===== src/rtl/rst_seq_ctrl.sv =====
// Reset sequencer for the system clock domain: merges ext/sw/watchdog requests, holds all
// domain resets, then releases domains one at a time in index order and records the cause.
//
// state   | meaning
// --------+---------------------------------------------------------------
// ASSERT  | all domains in reset, counting the hold time since the last request
// RELEASE | domains released one per gap interval, idx = last released domain
// RUN     | every domain released, rst_done_o high
module rst_seq_ctrl #(
    parameter int NumDomains = 3,
    parameter int HoldCycles = 16,
    parameter int GapCycles  = 8
) (
    input  logic                  clk_i,
    input  logic                  rst_ni,
    input  logic                  ext_rst_req_i,
    input  logic                  sw_rst_req_i,
    input  logic                  wdog_rst_req_i,
    input  logic                  rst_reason_clr_i,
    output logic [NumDomains-1:0] dom_rst_no,
    output logic                  rst_done_o,
    output logic [3:0]            rst_reason_o
);

    localparam int MaxCnt = (HoldCycles > GapCycles) ? HoldCycles : GapCycles;
    localparam int CntW   = (MaxCnt > 1) ? $clog2(MaxCnt) : 1;
    localparam int IdxW   = (NumDomains > 1) ? $clog2(NumDomains) : 1;

    localparam logic [CntW-1:0] HoldLast = CntW'(HoldCycles - 1);
    localparam logic [CntW-1:0] GapLast  = CntW'(GapCycles - 1);
    localparam logic [IdxW-1:0] IdxLast  = IdxW'(NumDomains - 1);

    typedef enum logic [1:0] {
        ASSERT  = 2'd0,
        RELEASE = 2'd1,
        RUN     = 2'd2
    } state_t;

    state_t          state_q;
    logic [CntW-1:0] cnt_q;
    logic [IdxW-1:0] idx_q;
    logic            started_q;
    logic            req;
    logic            restart;
    logic [3:0]      reason_d;

    assign req = ext_rst_req_i | sw_rst_req_i | wdog_rst_req_i;

    // The first edge after rst_ni rises starts the hold count exactly like a request edge,
    // so the hold window is measured from that edge rather than from reset deassertion.
    assign restart = req | ~started_q;

    // Reason layout {wdog, sw, ext, por}; clear wins over history, never over a new request.
    always_comb begin
        reason_d      = rst_reason_clr_i ? 4'b0000 : rst_reason_o;
        reason_d[3:1] = reason_d[3:1] | {wdog_rst_req_i, sw_rst_req_i, ext_rst_req_i};
    end

    always_ff @(posedge clk_i or negedge rst_ni) begin
        if (!rst_ni) begin
            state_q      <= ASSERT;
            cnt_q        <= '0;
            idx_q        <= '0;
            started_q    <= 1'b0;
            dom_rst_no   <= '0;
            rst_done_o   <= 1'b0;
            rst_reason_o <= 4'b0001;
        end else begin
            started_q    <= 1'b1;
            rst_reason_o <= reason_d;
            if (restart) begin
                state_q    <= ASSERT;
                cnt_q      <= '0;
                idx_q      <= '0;
                dom_rst_no <= '0;
                rst_done_o <= 1'b0;
            end else begin
                case (state_q)
                    ASSERT: begin
                        if (cnt_q == HoldLast) begin
                            dom_rst_no <= NumDomains'(1);
                            idx_q      <= '0;
                            cnt_q      <= '0;
                            state_q    <= RELEASE;
                        end else begin
                            cnt_q <= cnt_q + CntW'(1);
                        end
                    end
                    RELEASE: begin
                        if (cnt_q == GapLast) begin
                            cnt_q <= '0;
                            if (idx_q < IdxLast) begin
                                // Released set is always a contiguous run from bit 0.
                                idx_q      <= idx_q + IdxW'(1);
                                dom_rst_no <= (dom_rst_no << 1) | NumDomains'(1);
                            end else begin
                                rst_done_o <= 1'b1;
                                state_q    <= RUN;
                            end
                        end else begin
                            cnt_q <= cnt_q + CntW'(1);
                        end
                    end
                    RUN: begin
                        state_q <= RUN;
                    end
                    default: begin
                        state_q <= ASSERT;
                        cnt_q   <= '0;
                        idx_q   <= '0;
                    end
                endcase
            end
        end
    end

endmodule

===== config.mk =====
export PLATFORM = sky130hd
export DESIGN_NAME = rst_seq_ctrl
export DESIGN_NICKNAME = d
export VERILOG_FILES = /design/src/rtl/rst_seq_ctrl.sv
export SDC_FILE = /design/constraint.sdc
export NUM_CORES = 1
export LEC_CHECK = 0
export CAP_MARGIN = 20
export CORE_MARGIN = 2
export CORE_UTILIZATION = 64
export CTS_CLUSTER_SIZE = 24
export DETAILED_ROUTE_END_ITERATION = 8
export DONT_BUFFER_PORTS = 1
export GPL_TIMING_DRIVEN = 0
export PLACE_DENSITY = 0.91
export SKIP_LAST_GASP = 1
export SYNTH_ARGS = -nofsm -noshare
export SYNTH_HDL_FRONTEND = slang
export SYNTH_SLANG_ARGS = --single-unit

===== constraint.sdc =====
create_clock -name clk_i -period 3 [get_ports clk_i]
set_input_delay 0.3 -clock clk_i [delete_from_list [all_inputs] [get_ports clk_i]]
set_output_delay 0.3 -clock clk_i [all_outputs]
set_load 0.03 [all_outputs]

* After elaboration in Yosys (flattened, before gate mapping)
Cells that the tools add are included.
** Storage, ports and cells
- Word-level logic and storage cells :: 58
- Input bits :: 6
- Register bits after elaboration :: 17
** Operators by class
- Reductions and logical operators :: 8
- Bitwise operators :: 5
- Equal/unequal tests :: 10
- Add/sub/neg operators :: 2
- Magnitude comparators :: 1
- Multiplexer cells :: 24
** Operators by type and width (number)
- 2-to-1 mux 2 bit :: 8
- 2-to-1 mux 4 bit :: 4
- 2-to-1 mux 3 bit :: 4
- != test 3 bit (second input constant) :: 4
- case mux 2 bit (3 select lines) :: 2
- case mux 4 bit (3 select lines) :: 1
- AND reduction 4 bit :: 2
- case mux 3 bit (2 select lines) :: 1
- AND reduction 3 bit :: 2
- adder 4 x 1 -> 4 bit (second input constant) :: 1
- == test 4 x 3 -> 1 bit (second input constant) :: 1
- == test 4 bit (second input constant) :: 1
- 2-to-1 mux 1 bit :: 4
- != test 2 bit (second input constant) :: 2
- nonzero test 2 bit :: 2
- bitwise OR 1 bit :: 3
- bitwise OR 3 bit :: 1
- nonzero test 3 bit :: 1
- adder 2 x 1 -> 2 bit (second input constant) :: 1
- == test 2 x 1 -> 1 bit (second input constant) :: 1
- == test 2 bit (second input constant) :: 1
- logical NOT 2 bit :: 1
- < comparator 2 bit (second input constant) :: 1
- inverter 1 bit :: 1

* Logic depth before layout (Yosys ltp)
Gate-level depths: netlist of the first run.
- Word-level depth :: 5
- Depth in mapped cells :: 7
- Depth with buffers taken out :: 6

* Worst setup path after synthesis of the first run
No wires, ideal clock.
- Path type :: flip-flop to flip-flop
- Start :: reg state_q[0]
- End :: reg dom_rst_no[2]
- Setup slack :: 1.411 ns
- Cell stages (with the launch flop) :: 8
- Setup time :: 0.082 ns
- Data arrival time :: 1.507 ns
- Buffers on the path :: 1
- Cells stage by stage :: dfrtp_1 inv_1 ha_1 buf_4 nor3b_2 o211ai_2 or3_1 a31oi_1
** Between the ends
- Cells in the longest elaborated chain, start to end :: 3
** Ends and longest elaborated chain
- start: declaration :: line 39 : state_t state_q;
- start signal: assignment :: line 61 : state_q <= ASSERT;
- start signal: assignment :: line 72 : state_q <= ASSERT;
- start signal: assignment :: line 84 : state_q <= RELEASE;
- == test 2 x 1 -> 1 bit or logical NOT 2 bit (tied branches) :: line 78 : case (state_q)
- != test 3 bit (no source line) (tied with other cells)
- AND reduction 4 bit (no source line) or 2-to-1 mux 3 bit (tied branches)
- end signal: assignment :: line 81 : dom_rst_no <= NumDomains'(1);
- end signal: assignment :: line 95 : dom_rst_no <= (dom_rst_no << 1) | NumDomains'(1);
- end: declaration :: line 20 : output logic [NumDomains-1:0] dom_rst_no,
Several ways; a longest one is shown, not always the timed one.
A chain may end at the register's enable or synchronous reset.

* Worst setup path in the final report of the first run
Ends and elaborated chain as after synthesis.

==> results by group, run 1 <==
Pwr
  • Switching share of total power: about a quarter
  • Sw Pwr: roughly 88 uW
  • Seq pwr share: 64.0%
  • PwrDens: 382 mW/mm2
  • Int Power: between 200 and 300 uW
  • Power, Total: 376 uW
  • Power share of the combinational group: slightly above 3%
  • Clk network pwr share: between 30% and 40%
  • Peak VDD IR: roughly 0.32 mV
  • P_leak: between 0.0004 and 0.0005 uW

Routing
  • Drt drc: 0
  • Drt via density: 6.24
  • Post-DR wirelength/cell: roughly 15 um
  • Via count: just over 700
  • DRC violation total after the first TritonRoute iteration: 21
  • DRT Wirelength: 1.70 mm
  • Antenna-violating nets left: 0
  • Initial DRT Pass Iterations: 4

Logic synthesis
  • Ys flop type: dfrtp_1
  • Register area share after synthesis: between 40 and 50%
  • Ys async rst share: between 90% and 100%
  • Mapped Area: about 930 um2
  • EDFF count, synth: 0
  • Yosys top cell area share: a little over two fifths
  • Post-synth top area cell: dfrtp_1
  • Syn nets: 106
  • YS warnings: 0
  • Synthesized area per cell: around 9.7 um2
  • Yosys reg bits: 17
  • Most common cell in the synthesized netlist: dfrtp_1
  • Synth cell types: 33
  • Area contributors post-synth: dfrtp_1 43%, ha_1 5.4%, a21oi_1 4.8%, mux2i_1 3.2%, nor2_1 3.2%
  • Syn Inst Count: 96
  • Top post-synthesis cells by count: 16 x dfrtp_1, 9 x a21oi_1, 8 x nor2_1

STA
  • Setup tns final: 0 ns
  • Hold Slack: around 0.017 ns
  • RSZ-0062 raised after global routing: false
  • Fmax: 0.574 GHz
  • Pins over their slew limit: 0
  • Worst slew margin: between 50% and 60%
  • Final hold vios: 0
  • Slack of the critical path: roughly 1.3 ns
  • Clock period minus worst slack: 1.74 ns
  • Final period utilization: approximately three fifths
  • Clock Skew: 0.00751 ns
  • Slew @ Worst Pin: approximately 0.73 ns
  • Final setup viols: 0

Layout
  • Post-route insts no fill: 116
  • N_diodes: 0
  • Share of cells above drive strength 1: 13.9%
  • Final net count: roughly 110
  • Area growth, synth to finish: 5.91%

Critical path
  • Worst setup EP type: register
  • Critical path class: register to register
  • CP max FO: 8
  • Worst path required time: 3.23 ns
  • Slowest cell on crit path: dfrtp_1
  • Critical Path Source Type: register
  • WP data arrival: about 2.0 ns
  • Slowest stage delay, CP: 0.39 ns
  • CP Cell Sequence: inv_1 > ha_1 > buf_4 > nor3b_2 > o211ai_2 > or3_1 > a31oi_1

Clock network
  • Worst-path clk slew: around 0.10 ns
  • Root Buffer: clkbuf_4
  • CTS tree: yes
  • Skew-Pair Late Insertion Delay: roughly 0.29 ns
  • H-Tree Depth: 1
  • Total CTS buffers: 3
  • Post-CTS setup buffer count: 0
  • CTS Sinks: 17
  • Maximum clock insertion buffer count: 2

Floorplanning
  • Io pins: 14
  • Initial Utilization: 69.8%
  • Die Ht: approximately 42 um
  • Die ar.: 0.00178 mm2
  • Std-Cell Rows: 13
  • Die X: ~42 um
  • Core area: between 0.001 and 0.0015 mm2

Placement
  • Post-DP HPWL: 1.25 mm
  • Final RePlAce weighted congestion: 0.936
  • Placed instance count: roughly 110
  • Dpl ws: 1.29 ns
  • Buffers on Ports: 0

Global routing
  • Gr usage total: a little under a quarter
  • Vias in the first global route: about 720
  • First-pass GRT wire length: around 3.1 mm
  • Pin count of the biggest net entering global routing: 18
  • Initial antenna violation count: 0
  • Total grt overflow: 0

Run
  • Max-Cap Viols: 0

Status
  • Status: complete, no violations

Worst hold path
  • Worst min path class: input port to register
worst paths after layout:
check                                      start  slack (ns)               to  cells after the start
worst min-delay path            rst_reason_clr_i        0.02  rst_reason_o[0]                      1
worst min register to register        state_q[1]        0.56       state_q[1]                      2
worst max register to register        state_q[0]        1.26    dom_rst_no[2]                      7
max in group asynchronous                 rst_ni        2.04         idx_q[0]                      1
worst max-delay path                  state_q[0]        1.26    dom_rst_no[2]                      7
min in group asynchronous                 rst_ni        0.50    dom_rst_no[2]                      1
power groups by stage:
stage	clock network, uW	logic (uW)	registers [uW]
after floorplan	0	5.22	245
after global placement	0	6.03	245
after detailed placement	0	6.67	246
after CTS	123	12.2	241
after global routing	133	13.5	242
final	124	11.6	241
area by class of cell:
| cell class | count | area [um2] |
|---|---|---|
| inverters | 5 | 18.8 |
| fillers | 91 | 348 |
| well taps | 15 | 18.8 |
| plain buffers | 7 | 57.6 |
| repair buffers | 1 | 10.0 |
| flip-flops and latches | 17 | 427 |
| multi-input cells | 67 | 428 |
| clock buffers | 4 | 26.3 |
state kept, by name, summed over array words and instances, names as in the netlist:
signal        cells
cnt_q             4
dom_rst_no        3
idx_q             2
rst_done_o        1
rst_reason_o      4
started_q         1
state_q           2
layer usage:
metal	track usage, %	part of all wire, %
met3	3.45	5.8
met1	31.5	43
met2	37.2	49
met4	10.6	1.8
met5	0	0
stage by stage:
stage	cell area [um2]	utilization, %
after detailed placement	950	71.2
after global placement	950	71.2
after CTS	986	73.9
final	986	73.9
after global routing	986	73.9
after floorplan	931	-
kinds of logic after synthesis:
logic type / share of synthesized area, %
adder cells (fa/ha/maj): 5.38
flip-flops: 45.8
other: 0.403
multiplexers: 3.23
AO/OA/AOI/OAI: 15.1
buffers and inverters: 8.20
AND/OR/NAND/NOR: 21.9
cells in the final DEF (no fill, tap or decap), drive strengths merged, types with 2 or more instances in the layout:
master	netlist	layout
clkbuf	2	6
nand2	7	7
mux2i	3	3
nor2	8	8
a21oi	9	9
a21o	3	3
or4b	2	2
buf	5	5
nor3	4	4
o21ai	3	3
ha	4	4
nand4	2	2
and3b	2	2
nor3b	2	2
inv	5	5
nand3	5	5
dfrtp	16	16
a31oi	3	3
worst max-delay path, delay by kind of cell, from the launching register on:
family	cells	cell delay, ns
compound gates	2	0.30
fa+ha+maj	1	0.19
buf+inv	2	0.23
flops	1	0.39
simple gates	2	0.55
timing repair:
item / 4_1_cts / 5_1_grt
hold endpoints to repair: 17 / 0
gates resized for setup: 0 / 0
hold buffers: 1 / 0
Note: power is estimated with default switching activity, not from simulation.
==> inputs of run 2 (changes only) <==
--- a/config.mk
+++ b/config.mk
@@ -7,12 +7,12 @@
 export LEC_CHECK = 0
 export CAP_MARGIN = 20
 export CORE_MARGIN = 2
-export CORE_UTILIZATION = 64
+export CORE_UTILIZATION = 60
 export CTS_CLUSTER_SIZE = 24
 export DETAILED_ROUTE_END_ITERATION = 8
 export DONT_BUFFER_PORTS = 1
 export GPL_TIMING_DRIVEN = 0
-export PLACE_DENSITY = 0.91
+export PLACE_DENSITY = 0.87
 export SKIP_LAST_GASP = 1
 export SYNTH_ARGS = -nofsm -noshare
 export SYNTH_HDL_FRONTEND = slang
==> constraint.sdc (replaced) <==
create_clock -name clk_i -period 1.63 [get_ports clk_i]
set_input_delay 0.163 -clock clk_i [delete_from_list [all_inputs] [get_ports clk_i]]
set_output_delay 0.163 -clock clk_i [all_outputs]
set_load 0.03 [all_outputs]
==> run 2 against run 1 <==
Effect of this change: routed wire length increased by 22%; critical path type unchanged; die area increased by 6.0%; combinational power increased to 2.6 times the previous value; global-route usage increased by 2.5 points; worst setup slack got worse by 1.2 ns; design area increased by 9.3%.
==> results by group, run 2 (synthesis gave the netlist of run 1 again) <==
Status
  • Status: complete, no violations (unchanged)

STA
  • Worst slew margin: 48.2% (was 51.0%)
  • Final setup viols: 0 (unchanged)
  • Final hold vios: 0 (unchanged)
  • RSZ-0062 raised after global routing: true (was false)
  • Fmax: 0.620 GHz (was 0.574 GHz)
  • Clock Skew: 0.000944 ns (was 0.00751 ns)
  • Clock period minus worst slack: 1.61 ns (was 1.74 ns)
  • Slew @ Worst Pin: 0.775 ns (was 0.732 ns)
  • Final period utilization: 99.0% (was 58.0%)
  • Hold Slack: 0.0771 ns (was 0.0167 ns)
  • Pins over their slew limit: 0 (unchanged)

Clock network
  • H-Tree Depth: 1 (unchanged)
  • Root Buffer: clkbuf_4 (unchanged)
  • Total CTS buffers: 3 (unchanged)
  • Skew-Pair Late Insertion Delay: 0.29 ns (about the same)
  • Worst-path clk slew: 0.09 ns (was 0.10 ns)
  • Maximum clock insertion buffer count: 2 (unchanged)
  • CTS tree: yes (unchanged)
  • CTS Sinks: 17 (unchanged)

Pwr
  • P_leak: 0.000481 uW (was 0.000451 uW)
  • PwrDens: 648 mW/mm2 (was 382 mW/mm2)
  • Peak VDD IR: 0.400 mV (was 0.324 mV)

Critical path
  • WP data arrival: 1.84 ns (was 1.97 ns)
  • Slowest stage delay, CP: 0.46 ns (was 0.39 ns)
  • Critical Path Source Type: register (unchanged)
  • Worst setup EP type: register (unchanged)
  • Critical path class: register to register (unchanged)
  • Slowest cell on crit path: dfrtp_2 (was dfrtp_1)
  • CP max FO: 7 (was 8)
  • CP Cell Sequence: inv_2 > ha_4 > and3b_1 > o211ai_2 > or3_1 > a31oi_1 (was inv_1 > ha_1 > buf_4 > nor3b_2 > o211ai_2 > or3_1 > a31oi_1)
  • Worst path required time: 1.85 ns (was 3.23 ns)

Floorplanning
  • Die ar.: 0.00188 mm2 (was 0.00178 mm2)
  • Die Ht: 43.4 um (was 42.1 um)
  • Std-Cell Rows: 14 (was 13)
  • Io pins: 14 (unchanged)
  • Initial Utilization: 63.3% (was 69.8%)
  • Core area: 0.00147 mm2 (was 0.00133 mm2)
  • Die X: 43.4 um (was 42.1 um)

Layout
  • Area growth, synth to finish: 15.7% (was 5.91%)
  • N_diodes: 0 (unchanged)
  • Design area: 0.00108 mm2 (was 986 um2)
  • Share of cells above drive strength 1: 21.7% (was 13.9%)
  • Commonest non-fill, non-tap cell in the layout: dfrtp_1 (unchanged)
  • Final net count: 117 (was 112)
  • Most frequent cells in the layout: 15 x dfrtp_1, 9 x a21oi_1, 8 x nor2_1, 7 x nand2_1 (was 16 x dfrtp_1, 9 x a21oi_1, 8 x nor2_1, 7 x nand2_1)
  • Largest regs: cnt_q x4, rst_reason_o x4, dom_rst_no x3 (unchanged)
  • Post-route insts no fill: 122 (was 116)

Run
  • Max-Cap Viols: 0 (unchanged)

Placement
  • Post-DP HPWL: 1.32 mm (was 1.25 mm)
  • Placed instance count: 112 (was 111)
  • Buffers on Ports: 0 (unchanged)
  • Final RePlAce weighted congestion: 0.803 (was 0.936)
  • Placed Area: 951 um2 (was 950 um2)

Global routing
  • Total grt overflow: 0 (unchanged)
  • Vias in the first global route: 815 (was 715)
  • Pin count of the biggest net entering global routing: 18 (unchanged)
  • First-pass GRT wire length: 3.58 mm (was 3.15 mm)
  • Initial antenna violation count: 0 (unchanged)
  • Gr usage total: 25.9% (was 23.3%)

Routing
  • Initial DRT Pass Iterations: 4 (unchanged)
  • Drt via density: 6.14 (was 6.24)
  • Via count: 749 (was 724)
  • Drt drc: 0 (unchanged)
  • Post-DR wirelength/cell: 17.0 um (was 14.7 um)
  • Antenna-violating nets left: 0 (unchanged)
  • DRC violation total after the first TritonRoute iteration: 10 (was 21)
  • DRT Wirelength: 2.07 mm (was 1.70 mm)

Worst hold path
  • Worst min path class: input port to register (unchanged)
-- run 2: changes by cell type in the layout (fill, tap and decap cells not counted), sizes merged --
cell and delta:
buf +1, dlygate4sd3 +4
-- run 2: per-layer routing --
layer,vias up,track usage [%],wire length [um],part of all wire [%]
li1,353,-,-,-
met1,353,30.7,829,40
met2,32,44.5,1070,52
met3,11,2.92,79,3.8
met4,0,16.4,90,4.3
met5,-,0,0,0
-- run 2: worst max-delay path, delay by kind of cell (launching register included) --
| kind | cells | cell delay, ns |
|---|---|---|
| compound gates | 2 | 0.23 |
| fa+ha+maj | 1 | 0.18 |
| buf+inv | 1 | 0.09 |
| flops | 1 | 0.46 |
| simple gates | 2 | 0.57 |
-- run 2: repair_timing --
action,in CTS,in global routing
gates resized for setup,8,6
hold buffers,5,0
cloned,0,0
setup endpoints to repair,6,7
pin swaps,4,0
buffers inserted,2,0
endpoints found under the hold margin,21,0
-- run 2: worst paths after layout --
path                               start               to  slack, ns  depth (start not counted)
setup / recovery              state_q[0]    dom_rst_no[2]       0.02                          6
hold / removal             ext_rst_req_i       state_q[0]       0.08                          2
setup reg to reg              state_q[0]    dom_rst_no[2]       0.02                          6
hold reg to reg                 cnt_q[1]         cnt_q[1]       0.56                          2
max in group asynchronous         rst_ni       state_q[0]       0.71                          1
min in group asynchronous         rst_ni  rst_reason_o[3]       0.38                          1
-- run 2: layout make-up --
cell class / instances / area [um2]
Buffer: 6 / 57.6
Clock buffer: 4 / 26.3
Fill cell: 110 / 394
Inverter: 5 / 18.8
Multi-Input combinational cell: 67 / 462
Sequential cell: 17 / 428
Tap cell: 16 / 20.0
Timing Repair Buffer: 7 / 65.1
-- run 2: power by group --
part           switching, uW  internal [uW]  leakage [uW]
logic                   15.9           13.7      0.000246
clock network            129           95.3     0.0000150
registers               15.3            428      0.000220
-- run 2: stage by stage --
| step | util, % | worst slack, ns | total power [uW] | setup TNS (ns) |
|---|---|---|---|---|
| detailed placement | 64.6 | -0.0911 | 464 | -0.298 |
| global route | 73.2 | -0.0630 | 721 | -0.156 |
| finish | 73.2 | 0.0162 | 698 | 0 |
| global placement | 64.6 | -0.0386 | 462 | -0.0446 |
| CTS | 72.7 | -0.0140 | 707 | -0.0140 |
| floorplan | - | 0.0412 | 460 | 0 |
